===== src/rtl/cba_pkg.sv =====
// Shared codes, state encoding and helpers for the CB port-A read path.
package cba_pkg;

  localparam int CB_DOUTA_SEL_DW = 5;

  typedef enum logic [2:0] {
    CBA_IDLE = 3'b000,
    CBA_A    = 3'b001,
    CBA_B    = 3'b010,
    CBA_M    = 3'b011,
    CBA_TBA  = 3'b100,
    CBA_NL   = 3'b111
  } cba_op_e;

  typedef enum logic [1:0] {
    DIR_IDLE = 2'b00,
    DIR_POS  = 2'b01,
    DIR_NEG  = 2'b10,
    DIR_NEW  = 2'b11
  } cba_dir_e;

  typedef enum logic [1:0] {
    ST_IDLE  = 2'b00,
    ST_ISSUE = 2'b01,
    ST_DRAIN = 2'b10,
    ST_DONE  = 2'b11
  } cba_state_e;

  function automatic logic is_illegal_op(input logic [2:0] op);
    return (op == 3'b101) || (op == 3'b110);
  endfunction

endpackage


===== src/rtl/cb_rd_align_pipe.sv =====
// RD_LAT-deep {valid, sel, seq} chain that lines read tags up with CB data.
module cb_rd_align_pipe #(
  parameter int RD_LAT = 2,
  parameter int SEL_DW = 5,
  parameter int SEQ_DW = 10
) (
  input  logic              clk,
  input  logic              clr,
  input  logic              in_valid,
  input  logic [SEL_DW-1:0] in_sel,
  input  logic [SEQ_DW-1:0] in_seq,
  output logic              out_valid,
  output logic [SEL_DW-1:0] out_sel,
  output logic [SEQ_DW-1:0] out_seq
);

  logic [RD_LAT-1:0]             v_r;
  logic [RD_LAT-1:0][SEL_DW-1:0] sel_r;
  logic [RD_LAT-1:0][SEQ_DW-1:0] seq_r;

  always_ff @(posedge clk) begin
    if (clr) begin
      v_r   <= '0;
      sel_r <= '0;
      seq_r <= '0;
    end else begin
      v_r[0]   <= in_valid;
      sel_r[0] <= in_sel;
      seq_r[0] <= in_seq;
      for (int i = 1; i < RD_LAT; i++) begin
        v_r[i]   <= v_r[i-1];
        sel_r[i] <= sel_r[i-1];
        seq_r[i] <= seq_r[i-1];
      end
    end
  end

  // Idle slots present zero so the mapper never sees a stale tag.
  assign out_valid = v_r[RD_LAT-1];
  assign out_sel   = out_valid ? sel_r[RD_LAT-1] : '0;
  assign out_seq   = out_valid ? seq_r[RD_LAT-1] : '0;

endmodule


===== src/rtl/cba_rd_sched.sv =====
// Command-driven CB port-A read sequencer with latency-aligned mapper tags.
module cba_rd_sched #(
  parameter int CB_AW           = 10,
  parameter int SEQ_CNT_DW      = 10,
  parameter int CB_DOUTA_SEL_DW = cba_pkg::CB_DOUTA_SEL_DW,
  parameter int RD_LAT          = 2
) (
  input  logic                       clk,
  input  logic                       sys_rst,
  input  logic                       cmd_valid,
  output logic                       cmd_ready,
  input  logic [2:0]                 cmd_op,
  input  logic [1:0]                 cmd_dir,
  input  logic [CB_AW-1:0]           cmd_base,
  input  logic [SEQ_CNT_DW-1:0]      cmd_len,
  input  logic [SEQ_CNT_DW-1:0]      cmd_seq_start,
  input  logic                       cmd_l_k_0,
  output logic                       CB_ena,
  output logic [CB_AW-1:0]           CB_addra,
  output logic [CB_DOUTA_SEL_DW-1:0] CB_douta_sel,
  output logic [SEQ_CNT_DW-1:0]      seq_cnt_out,
  output logic                       l_k_0,
  output logic                       busy,
  output logic                       done,
  output logic                       err
);

  import cba_pkg::*;

  cba_state_e state, state_nxt;

  logic [2:0]            op_r;
  logic [1:0]            dir_r;
  logic                  ill_r;
  logic [CB_AW-1:0]      base_r;
  logic [SEQ_CNT_DW-1:0] len_r;
  logic [SEQ_CNT_DW-1:0] seq0_r;
  logic [SEQ_CNT_DW-1:0] cnt;

  logic acc;
  logic last_rd;
  logic last_drn;

  logic                       p_valid;
  logic [CB_DOUTA_SEL_DW-1:0] p_sel;
  logic [SEQ_CNT_DW-1:0]      p_seq;
  logic                       q_valid;

  assign acc      = cmd_valid & cmd_ready;
  assign last_rd  = cnt == (len_r - 1'b1);
  assign last_drn = cnt == SEQ_CNT_DW'(RD_LAT - 1);

  always_ff @(posedge clk) begin
    if (sys_rst) state <= ST_IDLE;
    else         state <= state_nxt;
  end

  always_comb begin
    state_nxt = state;
    unique case (state)
      ST_IDLE:  if (acc) state_nxt = (cmd_len != '0) ? ST_ISSUE : ST_DONE;
      ST_ISSUE: if (last_rd) state_nxt = ST_DRAIN;
      ST_DRAIN: if (last_drn) state_nxt = ST_DONE;
      ST_DONE:  state_nxt = ST_IDLE;
      default:  state_nxt = ST_IDLE;
    endcase
  end

  // The same counter walks read indices in ISSUE and latency slots in DRAIN.
  always_ff @(posedge clk) begin
    if (sys_rst) begin
      op_r   <= '0;
      dir_r  <= '0;
      ill_r  <= 1'b0;
      base_r <= '0;
      len_r  <= '0;
      seq0_r <= '0;
      l_k_0  <= 1'b0;
      cnt    <= '0;
    end else begin
      if (acc) begin
        op_r   <= cmd_op;
        dir_r  <= cmd_dir;
        ill_r  <= is_illegal_op(cmd_op);
        base_r <= cmd_base;
        len_r  <= cmd_len;
        seq0_r <= cmd_seq_start;
        l_k_0  <= cmd_l_k_0;
      end
      if (acc || (state == ST_ISSUE && last_rd))
        cnt <= '0;
      else if (state == ST_ISSUE || state == ST_DRAIN)
        cnt <= cnt + 1'b1;
    end
  end

  always_comb begin
    cmd_ready = (state == ST_IDLE) & ~sys_rst;
    busy      = state != ST_IDLE;
    done      = state == ST_DONE;
    err       = (state == ST_DONE) & ill_r;
    CB_ena    = state == ST_ISSUE;
    CB_addra  = '0;
    p_valid   = 1'b0;
    p_sel     = '0;
    p_seq     = '0;
    if (state == ST_ISSUE) begin
      CB_addra = base_r + CB_AW'(cnt);
      p_valid  = 1'b1;
      p_sel    = ill_r ? '0 : CB_DOUTA_SEL_DW'({op_r, dir_r});
      p_seq    = seq0_r + cnt;
    end
  end

  cb_rd_align_pipe #(
    .RD_LAT (RD_LAT),
    .SEL_DW (CB_DOUTA_SEL_DW),
    .SEQ_DW (SEQ_CNT_DW)
  ) u_align (
    .clk       (clk),
    .clr       (sys_rst),
    .in_valid  (p_valid),
    .in_sel    (p_sel),
    .in_seq    (p_seq),
    .out_valid (q_valid),
    .out_sel   (CB_douta_sel),
    .out_seq   (seq_cnt_out)
  );

  logic unused_ok;
  assign unused_ok = q_valid;

endmodule


===== config.mk =====
export PLATFORM = sky130hd
export DESIGN_NAME = cba_rd_sched
export DESIGN_NICKNAME = d
export VERILOG_FILES = /design/src/rtl/cba_pkg.sv /design/src/rtl/cb_rd_align_pipe.sv /design/src/rtl/cba_rd_sched.sv
export SDC_FILE = /design/constraint.sdc
export NUM_CORES = 1
export LEC_CHECK = 0
export CELL_PAD_IN_SITES_DETAIL_PLACEMENT = 1
export CELL_PAD_IN_SITES_GLOBAL_PLACEMENT = 1
export CORE_MARGIN = 4
export CORE_UTILIZATION = 40
export CTS_CLUSTER_DIAMETER = 150
export DETAILED_ROUTE_END_ITERATION = 6
export PLACE_DENSITY_LB_ADDON = 0.15
export SETUP_SLACK_MARGIN = 0.1
export SLEW_MARGIN = 5
export SYNTH_ARGS = -nofsm -noshare
export SYNTH_HDL_FRONTEND = slang
export SYNTH_SLANG_ARGS = --single-unit
export TNS_END_PERCENT = 100

===== constraint.sdc =====
create_clock -name clk -period 2.8 [get_ports clk]
set_input_delay 0.56 -clock clk [delete_from_list [all_inputs] [get_ports clk]]
set_output_delay 0.56 -clock clk [all_outputs]
set_load 0.03 [all_outputs]

==> impl_metrics.json <==
{
  "fin_skew_ps": 19.5,
  "overflow": 0,
  "drv_slew": 0,
  "cts_tree": "done",
  "syn_to_final_growth_pct": 31.1,
  "required_ps": 2240,
  "ys_types": 49,
  "cts_root_buffer": "clkbuf_8",
  "fin_nets": 616,
  "cp-startpoint": "base_r[0]",
  "die_y_um": 110,
  "cts_max_path_buffers": 2,
  "rows": 36,
  "clk_pin_slew_ps": 100,
  "synth_fp_nets": 537,
  "dp_cells": 662,
  "max_stage_delay_ps": 350,
  "die_area_um2": 12000,
  "setup_viol": 3,
  "status": "finished with violations",
  "layout_setup_ws_ps": -341,
  "rsz0062_at_grt": "yes",
  "avgSynthCellArea_um2": 8.80,
  "crit_family": "compound AO/OA/AOI/OAI gates",
  "r2r_cells": 9,
  "place_ws_ps": -8.73,
  "maxCapViolCount": 0,
  "drive_gt1_share_pct": 15.2,
  "crit_slowest_cell": "dfxtp_2",
  "synth_area_um2": 4140,
  "ir_worst_vdd_v": 0.000257,
  "diodes": 0,
  "power_density_nw_per_um2": 628,
  "arrival_ps": 2580,
  "drcViolationCount": 0,
  "dp_hpwl_um": 7470,
  "synth_seq_cells": 81,
  "timing.rr.end": "state[1]",
  "die_w_um": 110,
  "rr_startpoint": "len_r[0]",
  "yosysWarnings": 0,
  "clock_sinks": 81,
  "cts_buffers": 9,
  "ios": 70,
  "clock_latency_ps": 360,
  "p_total_uw": 3410,
  "start_util_pct": 41.7,
  "cts_hold_buf": 0,
  "min_from": "u_align.seq_r[5]",
  "start_kind": "register",
  "endpoint_kind": "output pin",
  "fill_cells": 1170,
  "worstSetupPathType": "reg2out",
  "async_flop_share_pct": 0,
  "synth_edf_count": 0,
  "violations": "setup timing",
  "final_cells": 687,
  "drtIter0Drc": 125,
  "crit_chain": "ha_4 -> fa_2 -> a21o_1 -> a21oi_2 -> nor2b_2 -> o21a_1 -> buf_4 -> buf_6 -> nor2_4 -> xnor2_2 -> and2_4 -> buf_12",
  "synth_top_area_cell": "dfxtp_1",
  "antenna_found_initial": 0,
  "syn_inst": 470,
  "holdPathEnd": "u_align.seq_r[15]",
  "grt.total_usage_pct": 18.1,
  "synth_top_area_share_pct": 39.2,
  "reg2reg_slack_ps": 310,
  "path_max_fanout": 2,
  "relSlewSlack_pct": 65.5,
  "first_global_vias": 3639,
  "core_um2": 9910,
  "period_needed_ps": 3140,
  "via_per_inst": 5.02,
  "num_vias": 3452,
  "synth_ff_type": "dfxtp_1",
  "grt_max_degree": 59,
  "hp-class": "reg2reg",
  "routedWlPerCell_um": 15.3,
  "portBuffers": 69,
  "synthTopCellsByArea": "dfxtp_1, ha_1, nand2b_1",
  "synth_seq_area_share_pct": 39.2,
  "cts-htree-levels": 3,
  "fin_crit_sh_pct": 112,
  "finalWirelength_um": 10500,
  "place_congestion": 0.796,
  "holdPathStages": 1,
  "fmaxAchievable_mhz": 318,
  "grt_pass1_wl_um": 17300,
  "final_core_util_pct": 54.7,
  "p_leak_uw": 0.00222,
  "hold_viol": 0,
  "critPathBufInv": 3,
  "drtPass1Iterations": 4,
  "tightestPinTransition_ps": 517,
  "drtAntennaViolNets": 0
}
[Yosys cell counts (2+ instances only)]
cell type,number
nand4_1,5
nor2b_1,20
o41ai_1,2
ha_1,26
nand2b_1,38
o21a_1,3
buf_6,4
xor2_1,19
nor4_1,3
nor3_1,9
nor2_1,30
nor3b_1,2
a211o_1,4
a211oi_1,2
xnor2_1,16
nand3_1,3
dfxtp_1,81
and2_1,30
o21ai_0,45
o31ai_1,5
a21o_1,4
buf_2,3
a21oi_1,11
buf_4,3
o21bai_1,3
nand2_1,44
fa_1,2
clkbuf_1,15
and3_1,2
inv_1,17
[logic make-up after synthesis]
group	count (synthesis)	share of synthesized area [%]
compound gates	88	13.2
xor+xnor	35	7.41
fa+ha+maj	28	8.83
buf+inv	42	4.90
flops	81	39.2
mux	2	0.605
simple gates	194	25.9
[state kept, by name, summed over array words and instances, names as in the netlist, 3 cells and up]
name,count
seq0_r,10
base_r,10
cnt,10
u_align.sel_r,10
u_align.seq_r,20
len_r,10
op_r,3
[layout by cell type, fill, tap and decap left out, types with 2 or more instances in the layout]
| master | n |
|---|---|
| a211o_1 | 4 |
| a211oi_1 | 2 |
| a21o_1 | 4 |
| a21oi_1 | 8 |
| a21oi_2 | 3 |
| and2_1 | 26 |
| and2_4 | 4 |
| and3_1 | 2 |
| buf_12 | 5 |
| buf_2 | 2 |
| buf_4 | 23 |
| buf_6 | 2 |
| clkbuf_8 | 10 |
| clkdlybuf4s50_1 | 59 |
| clkinv_4 | 2 |
| dfxtp_1 | 77 |
| dfxtp_2 | 3 |
| ha_1 | 23 |
| ha_4 | 2 |
| inv_1 | 17 |
| nand2_1 | 44 |
| nand2b_1 | 38 |
| nand3_1 | 3 |
| nand4_1 | 5 |
| nor2_1 | 29 |
| nor2b_1 | 19 |
| nor3_1 | 8 |
| nor4_1 | 3 |
| o21a_1 | 3 |
| o21ai_0 | 43 |
| o21ai_2 | 2 |
| o21bai_1 | 2 |
| o31ai_1 | 5 |
| xnor2_1 | 14 |
| xnor2_2 | 2 |
| xor2_1 | 19 |
[per-layer routing]
| layer | up-vias | share of wire [%] | wire length (um) | track usage [%] |
|---|---|---|---|---|
| met1 | 1651 | 46 | 4870 | 22.9 |
| met4 | 0 | 1.3 | 140 | 6.14 |
| met5 | - | 0 | 0 | 0 |
| met2 | 65 | 49 | 5210 | 31.2 |
| met3 | 15 | 3.0 | 313 | 2.99 |
| li1 | 1721 | - | - | - |
[per-stage QoR]
| stage | setup TNS [ps] | cell area, um2 | hold WS [ps] |
|---|---|---|---|
| finish | -748 | 5420 | 429 |
| global route | -1200 | 5420 | 458 |
| CTS | -589 | 5390 | 435 |
| detailed placement | -15.7 | 5020 | 426 |
| global placement | 0 | 5020 | 420 |
| floorplan | 0 | 4150 | 414 |
[power breakdown]
part / internal (uW) / switching, uW / total (uW) / leakage, uW
Clock: 449 / 470 / 919 / 0.000105
Combinational: 485 / 594 / 1080 / 0.00145
Sequential: 1290 / 118 / 1410 / 0.000662
[worst max path at each step]
stage / slack [ps] / depth (start not counted) / end
floorplan: 110 / 7 / CB_addra[9]
global placement: 40 / 10 / CB_addra[8]
detailed placement: -9 / 10 / CB_addra[8]
CTS: -370 / 10 / CB_addra[8]
global route: -460 / 10 / CB_addra[8]
finish: -340 / 12 / CB_addra[6]
[what timing repair did]
| action | in CTS | in global routing |
|---|---|---|
| endpoints found under the setup margin | 10 | 7 |
| pin swaps | 14 | 13 |
| cloned | 0 | 0 |
| resized for setup | 35 | 9 |
| buffers inserted | 6 | 6 |
[layout make-up]
class                      instances  area [um2]  area share [%]
timing repair buffer              93         910            16.8
tap                              133         166            3.07
sequential                        81        1630            30.0
clock buffer                      10         138            2.54
clock inverter                     6        75.1            1.38
multi-input combinational        347        2440            45.0
inverter                          17        63.8            1.18
(Power assumes the default switching activity.)
